File: config.mk
export PLATFORM = sky130hd
export DESIGN_NAME = pipelined_addsub
export DESIGN_NICKNAME = d
export VERILOG_FILES = /design/src/rtl/pipelined_addsub_pkg.sv /design/src/rtl/addsub_slice.sv /design/src/rtl/pipelined_addsub.sv
export SDC_FILE = /design/constraint.sdc
export NUM_CORES = 1
export LEC_CHECK = 0
export CAP_MARGIN = 20
export CORE_MARGIN = 3
export CORE_UTILIZATION = 30
export CTS_BUF_LIST = sky130_fd_sc_hd__clkbuf_16
export DETAILED_ROUTE_END_ITERATION = 6
export SYNTH_ARGS = -nofsm -noshare
export SYNTH_HDL_FRONTEND = slang
export SYNTH_SLANG_ARGS = --single-unit
File: constraint.sdc
create_clock -name clk -period 2.9 [get_ports clk]
set_input_delay 0.58 -clock clk [delete_from_list [all_inputs] [get_ports clk]]
set_output_delay 0.58 -clock clk [all_outputs]
set_load 0.1 [all_outputs]
File: src/rtl/pipelined_addsub_pkg.sv
// ---------------------------------------------------------------------------
// pipelined_addsub_pkg
//   Shared definitions for the pipelined add/subtract unit:
//     - stage_ctrl_t   : per-stage control bundle {vld, sub}
//     - chunk_width()  : slice width (WIDTH / STAGES)
//     - params_legal() : parameter legality check used at elaboration
// ---------------------------------------------------------------------------
package pipelined_addsub_pkg;

    // Control travelling alongside each operation through the pipeline.
    typedef struct packed {
        logic vld;   // stage holds a live operation (0 = bubble)
        logic sub;   // operation mode captured at issue
    } stage_ctrl_t;

    // Bits handled by one pipeline slice.
    function automatic int chunk_width(input int width, input int stages);
        return (stages > 0) ? (width / stages) : 1;
    endfunction

    // WIDTH must split evenly into 1..WIDTH slices.
    function automatic bit params_legal(input int width, input int stages);
        return (stages >= 1) && (stages <= width) && ((width % stages) == 0);
    endfunction

endpackage

File: src/rtl/addsub_slice.sv
// ---------------------------------------------------------------------------
// addsub_slice
//   Combinational W-bit adder slice with carry in/out. The caller supplies the
//   B operand already inverted for subtraction.
//   Ports:
//     a_i [W-1:0]  operand A slice
//     b_i [W-1:0]  operand B slice (possibly inverted)
//     c_i          carry into the slice
//     s_o [W-1:0]  sum slice
//     c_o          carry out of the slice
// ---------------------------------------------------------------------------
module addsub_slice #(
    parameter int W = 4
) (
    input  logic [W-1:0] a_i,
    input  logic [W-1:0] b_i,
    input  logic         c_i,
    output logic [W-1:0] s_o,
    output logic         c_o
);

    assign {c_o, s_o} = {1'b0, a_i} + {1'b0, b_i} + {{W{1'b0}}, c_i};

endmodule

File: src/rtl/pipelined_addsub.sv
// ---------------------------------------------------------------------------
// pipelined_addsub
//   WIDTH-bit add/subtract split into STAGES equal slices. Each slice adds its
//   chunk and the result is registered together with the carry, the operands
//   still to be added, the sum bits already produced and the control bundle.
//   Latency is STAGES cycles, throughput one operation per cycle.
//
//   Optional feature macro: PIPELINED_ADDSUB_OVF_EN adds the ovf port (signed
//   overflow, aligned with sum/out_valid).
//
//   Ports:
//     clk, rst           clock, synchronous active-high reset
//     in_valid/in_ready  input handshake
//     a, b [WIDTH-1:0]   operands
//     cin                carry-in (add only)
//     sub                0: a+b+cin, 1: a-b
//     out_valid/out_ready output handshake
//     sum [WIDTH:0]      result, sum[WIDTH] = carry out (sub: 1 = no borrow)
//     ovf                signed overflow (PIPELINED_ADDSUB_OVF_EN only)
//
//   Handshake: a transfer happens on a rising edge where valid && ready. The
//   whole pipeline advances together when en = !out_valid || out_ready, and
//   in_ready equals en, so a full pipeline can pop and push in the same cycle.
//   While out_valid && !out_ready, sum/out_valid hold and in_ready is 0.
// ---------------------------------------------------------------------------
module pipelined_addsub
    import pipelined_addsub_pkg::*;
#(
    parameter int WIDTH  = 16,
    parameter int STAGES = 4
) (
    input  logic             clk,
    input  logic             rst,
    input  logic             in_valid,
    output logic             in_ready,
    input  logic [WIDTH-1:0] a,
    input  logic [WIDTH-1:0] b,
    input  logic             cin,
    input  logic             sub,
    output logic             out_valid,
    input  logic             out_ready,
    output logic [WIDTH:0]   sum
`ifdef PIPELINED_ADDSUB_OVF_EN
    ,
    output logic             ovf
`endif
);

    localparam int CHUNK = chunk_width(WIDTH, STAGES);

    if (!params_legal(WIDTH, STAGES)) begin : g_param_check
        $fatal(1, "pipelined_addsub: need 1 <= STAGES <= WIDTH and WIDTH %% STAGES == 0");
    end

    // Stage registers
    stage_ctrl_t      ctrl_q [STAGES];
    logic [WIDTH-1:0] a_q    [STAGES];
    logic [WIDTH-1:0] b_q    [STAGES];
    logic [WIDTH-1:0] s_q    [STAGES];
    logic             c_q    [STAGES];

    // Values loaded into each stage register on an enabled edge
    stage_ctrl_t      ctrl_d [STAGES];
    logic [WIDTH-1:0] a_d    [STAGES];
    logic [WIDTH-1:0] b_d    [STAGES];
    logic [WIDTH-1:0] s_prev [STAGES];  // sum bits produced by earlier slices
    logic             ci     [STAGES];  // carry into this stage's slice
    logic [WIDTH-1:0] s_d    [STAGES];
    logic             c_d    [STAGES];

    logic en;

    assign en        = !ctrl_q[STAGES-1].vld || out_ready;
    assign in_ready  = en;
    assign out_valid = ctrl_q[STAGES-1].vld;
    assign sum       = {c_q[STAGES-1], s_q[STAGES-1]};

    for (genvar k = 0; k < STAGES; k++) begin : g_stage
        logic [CHUNK-1:0] b_chunk;
        logic [CHUNK-1:0] s_chunk;
        logic             co;

        if (k == 0) begin : g_head
            assign ctrl_d[k] = '{vld: in_valid, sub: sub};
            assign a_d[k]    = a;
            assign b_d[k]    = b;
            assign s_prev[k] = '0;
            // Subtraction is a + ~b + 1; cin only matters for addition.
            assign ci[k]     = sub ? 1'b1 : cin;
        end else begin : g_body
            assign ctrl_d[k] = ctrl_q[k-1];
            assign a_d[k]    = a_q[k-1];
            assign b_d[k]    = b_q[k-1];
            assign s_prev[k] = s_q[k-1];
            assign ci[k]     = c_q[k-1];
        end

        assign b_chunk = ctrl_d[k].sub ? ~b_d[k][k*CHUNK +: CHUNK]
                                       :  b_d[k][k*CHUNK +: CHUNK];

        addsub_slice #(.W(CHUNK)) u_slice (
            .a_i (a_d[k][k*CHUNK +: CHUNK]),
            .b_i (b_chunk),
            .c_i (ci[k]),
            .s_o (s_chunk),
            .c_o (co)
        );

        // Bits at and above this chunk are still zero in s_prev, so OR merges.
        assign s_d[k] = s_prev[k] | (WIDTH'(s_chunk) << (k*CHUNK));
        assign c_d[k] = co;
    end

    // Data registers load only for live operations, so bubbles leave the
    // previous contents (zero after reset) in place.
    always_ff @(posedge clk) begin
        if (rst) begin
            for (int k = 0; k < STAGES; k++) begin
                ctrl_q[k] <= '0;
                a_q[k]    <= '0;
                b_q[k]    <= '0;
                s_q[k]    <= '0;
                c_q[k]    <= 1'b0;
            end
        end else if (en) begin
            for (int k = 0; k < STAGES; k++) begin
                ctrl_q[k] <= ctrl_d[k];
                if (ctrl_d[k].vld) begin
                    a_q[k] <= a_d[k];
                    b_q[k] <= b_d[k];
                    s_q[k] <= s_d[k];
                    c_q[k] <= c_d[k];
                end
            end
        end
    end

`ifdef PIPELINED_ADDSUB_OVF_EN
    logic ovf_q;
    logic ovf_d;
    logic msb_b;

    assign msb_b = ctrl_d[STAGES-1].sub ? ~b_d[STAGES-1][WIDTH-1] : b_d[STAGES-1][WIDTH-1];
    // Carry into the MSB is recovered from the MSB sum bit: s ^ a ^ b'.
    assign ovf_d = (s_d[STAGES-1][WIDTH-1] ^ a_d[STAGES-1][WIDTH-1] ^ msb_b) ^ c_d[STAGES-1];

    always_ff @(posedge clk) begin
        if (rst) begin
            ovf_q <= 1'b0;
        end else if (en && ctrl_d[STAGES-1].vld) begin
            ovf_q <= ovf_d;
        end
    end

    assign ovf = ovf_q;
`endif

endmodule

==> flow_summary_export.csv <==
group,metric,value,unit
routing,antenna_left,0,
cells_and_area,drive_above_1_share,13.6,%
status,outcome,"finished, final reports clean",
cts,cts_setup_buffers,0,
logic_synthesis,synth-simple-area-share,16.1,%
setup_path,cp_common_cell,"fa_1",
flow_run,timing.max_cap.violations,0,
cts,clkLatencyLatePin,0.34,ns
power,p_leak,0.00244,uW
cts,clock_path_buffers,2,
logic_synthesis,synth_top_family_by_area,"simple AND/OR/NAND/NOR gates",
sta,maxSlewHeadroom,57.6,%
power,power,3280,uW
place,hpwlAfterDp,4.91,mm
cts,cts_resized,0,
logic_synthesis,syn_nets,362,
setup_path,max_stage_delay,0.44,ns
setup_path,end_kind,"register",
logic_synthesis,ys_ff_latch,99,
setup_path,critical_path_class,"primary input to register",
global_route,grt_pass1_vias,2414,
setup_path,crit_slowest_cell,"clkdlybuf4s50_1",
logic_synthesis,synth.distinct_cells,29,
logic_synthesis,synthMuxAreaShare,0.662,%
place,dp.cells,528,
sta,layout_min_cycle_time,2.47,ns
global_route,grt_max_degree,52,
floorplan,die_h,129,um
cts,clk_pin_slew,0.07,ns
cts,cts_made_buffers,9,
place,gp_congestion,0.719,
setup_path,critPathTopFamily,"adder cells",
cts,holdBufCountCts,0,
cells_and_area,final_nets,413,
setup_path,setup.worst_path.start_class,"primary input",
setup_path,critPathMaxFanout,3,
setup_path,cp.required,3.00,ns
floorplan,design.core.area,14600,um2
logic_synthesis,syn_area,4540,um2
setup_path,path_cells,"clkdlybuf4s50_1 -> or2_2 -> fa_1 -> fa_1 -> a21o_1 -> a21oi_1 -> nor2_1",
sta,max_freq,0.404,GHz
sta,finalMaxSlewViolations,0,
routing,drtIter0Drc,142,
global_route,track_usage,8.85,%
power,power_density,599,nW/um2
logic_synthesis,syn-mean-instance-area,14.9,um2
place,port_buffers,56,
cts,h-tree-depth,3,
logic_synthesis,synth-xor-area-share,3.67,%
global_route,antenna_found_initial,0,
logic_synthesis,syn-instance-count,304,
sta,min_period_over_period,85.3,%
routing,routedWlPerCell,12.5,um
sta,clock_skew,0.00719,ns
floorplan,rows,44,
logic_synthesis,synth_compound_area_share,2.81,%
worst_hold_path,holdCritPathClass,"register to register",
cells_and_area,final_cells,544,
power,peakVddDrop,0.364,mV
floorplan,dieArea,16600,um2
routing,first_pass_iters,4,
sta,rsz0062_at_grt,"no",
logic_synthesis,yosys_warnings,0,
setup_path,cp.buffers_inverters,1,
cells_and_area,antenna-diode-count,0,
setup_path,cp.arrival,2.57,ns
sta,finalHoldViolCount,0,
routing,drc,0,
routing,vias_per_cell,4.42,
floorplan,die_x,129,um
floorplan,ios,57,
cts,cts_root_buf,"clkbuf_16",
sta,fin_setup_tns,0,ns
cts,cts_tree,"built",
sta,setup_viol,0,
routing,vias,2403,
cts,cts_sinks,99,
cells_and_area,area_delta_synth_final,20.6,%
floorplan,start_util,31.0,%
routing,finalWirelength,6.82,mm
global_route,grt_pass1_wl,11.8,mm
logic_synthesis,synth-seq-area-share,65.5,%
logic_synthesis,synthAdderAreaFrac,6.84,%
sta,worst_pin_slew,0.633,ns
global_route,grt.overflow.total,0,
-- synth_stat cells (all sizes together) --
| cell | count | area, um2 |
|---|---|---|
| edfxtp | 99 | 2970 |
| and3 | 80 | 500 |
| xor2 | 17 | 149 |
| buf | 13 | 128 |
| ha | 12 | 150 |
| a21o | 10 | 75.1 |
| clkbuf | 9 | 36.3 |
| nor2b | 9 | 93.8 |
| a21oi | 8 | 40.0 |
| fa | 8 | 160 |
| inv | 8 | 32.5 |
| and2 | 5 | 31.3 |
| nand3b | 5 | 37.5 |
| nor2 | 5 | 18.8 |
| mux2i | 3 | 30.0 |
| nand3 | 3 | 15.0 |
| nand2 | 2 | 10.0 |
| xnor2 | 2 | 17.5 |
| a21boi | 1 | 7.51 |
| nand2b | 1 | 6.26 |
| nor3 | 1 | 5.00 |
| nor3b | 1 | 7.51 |
| o21ai | 1 | 5.00 |
| or2 | 1 | 6.26 |
-- power by group --
group | switching, uW | total [uW] | internal (uW)
registers | 30.4 | 1710 | 1670
logic | 243 | 406 | 163
clock network | 554 | 1170 | 612
total | 828 | 3280 | 2450
-- placed cells by master (no fill, tap or decap) --
cell type         n
inv_4             1
nor3_1            1
o21ai_0           1
nor2_1            5
nand2_1           1
clkdlybuf4s50_1  37
a21oi_1           8
nand3_1           3
buf_4            24
nand2_2           1
fa_1              8
buf_12            1
ha_1             12
nand2b_1          1
inv_1             7
nor2b_4           5
a21o_1           10
or2_2             1
nand3b_1          5
edfxtp_1         99
a21boi_0          1
clkinv_4          1
and3_1           80
mux2i_1           3
xnor2_1           2
nor3b_1           1
inv_8             2
and2_1            5
inv_6             3
xor2_1           17
clkbuf_16         9
clkinv_8          1
nor2b_1           4
-- final cells by class --
cell class / count / area (um2)
Fill cell: 1424 / 9170
Sequential cell: 99 / 2970
Multi-Input combinational cell: 175 / 1370
Timing Repair Buffer: 62 / 571
Tap cell: 184 / 230
Clock buffer: 9 / 225
Clock inverter: 7 / 73.8
Inverter: 8 / 32.5
-- flip-flops by register name, indices dropped and copies added, names as in the netlist --
| register | flops |
|---|---|
| s_q | 40 |
| ctrl_q | 7 |
| b_q | 24 |
| a_q | 24 |
| c_q | 4 |
-- worst register-to-register path, stage by stage, from the launching register on --
cell,delay (ns)
edfxtp_1,0.50
xor2_1,0.22
fa_1,0.41
fa_1,0.41
a21o_1,0.19
a21oi_1,0.19
nor2b_1,0.07
-- layer usage --
layer  vias to the layer above  wire (um)  GRT usage [%]
met3                         8        428           3.15
met4                         0        124           3.27
met2                        56       2880           12.7
li1                       1220          -              -
met1                      1119       3380           12.4
met5                         -          0              0
-- logic make-up (layout without fill, tap and decap cells) --
logic type | Yosys count | after routing
simple gates | 113 | 113
flops | 99 | 99
buf+inv | 30 | 86
fa+ha+maj | 20 | 20
compound gates | 20 | 20
xor+xnor | 19 | 19
mux | 3 | 3
-- per-stage QoR --
step	hold slack (ns)	setup slack, ns	area, um2	util [%]
after global placement	0.530	0.106	5170	35.3
after detailed placement	0.531	0.0670	5170	35.3
final	0.545	0.426	5470	37.4
after CTS	0.547	0.427	5470	37.4
after floorplan	0.520	0.307	4540	-
after global routing	0.568	0.375	5470	37.4
-- final timing paths --
path / from / to / slack [ns] / depth (start not counted)
worst min-delay path: s_q[0][37]$_SDFFCE_PN0P_ / s_q[0][53]$_SDFFCE_PN0P_ / 0.54 / 1
worst min register to register: s_q[0][37]$_SDFFCE_PN0P_ / s_q[0][53]$_SDFFCE_PN0P_ / 0.54 / 1
worst max register to register: ctrl_q[0][0]$_SDFFCE_PN0P_ / c_q[0][1]$_SDFFCE_PN0P_ / 0.66 / 6
worst max-delay path: sub / c_q[0][0]$_SDFFCE_PN0P_ / 0.43 / 7
Power figures use the tool's default switching activity.
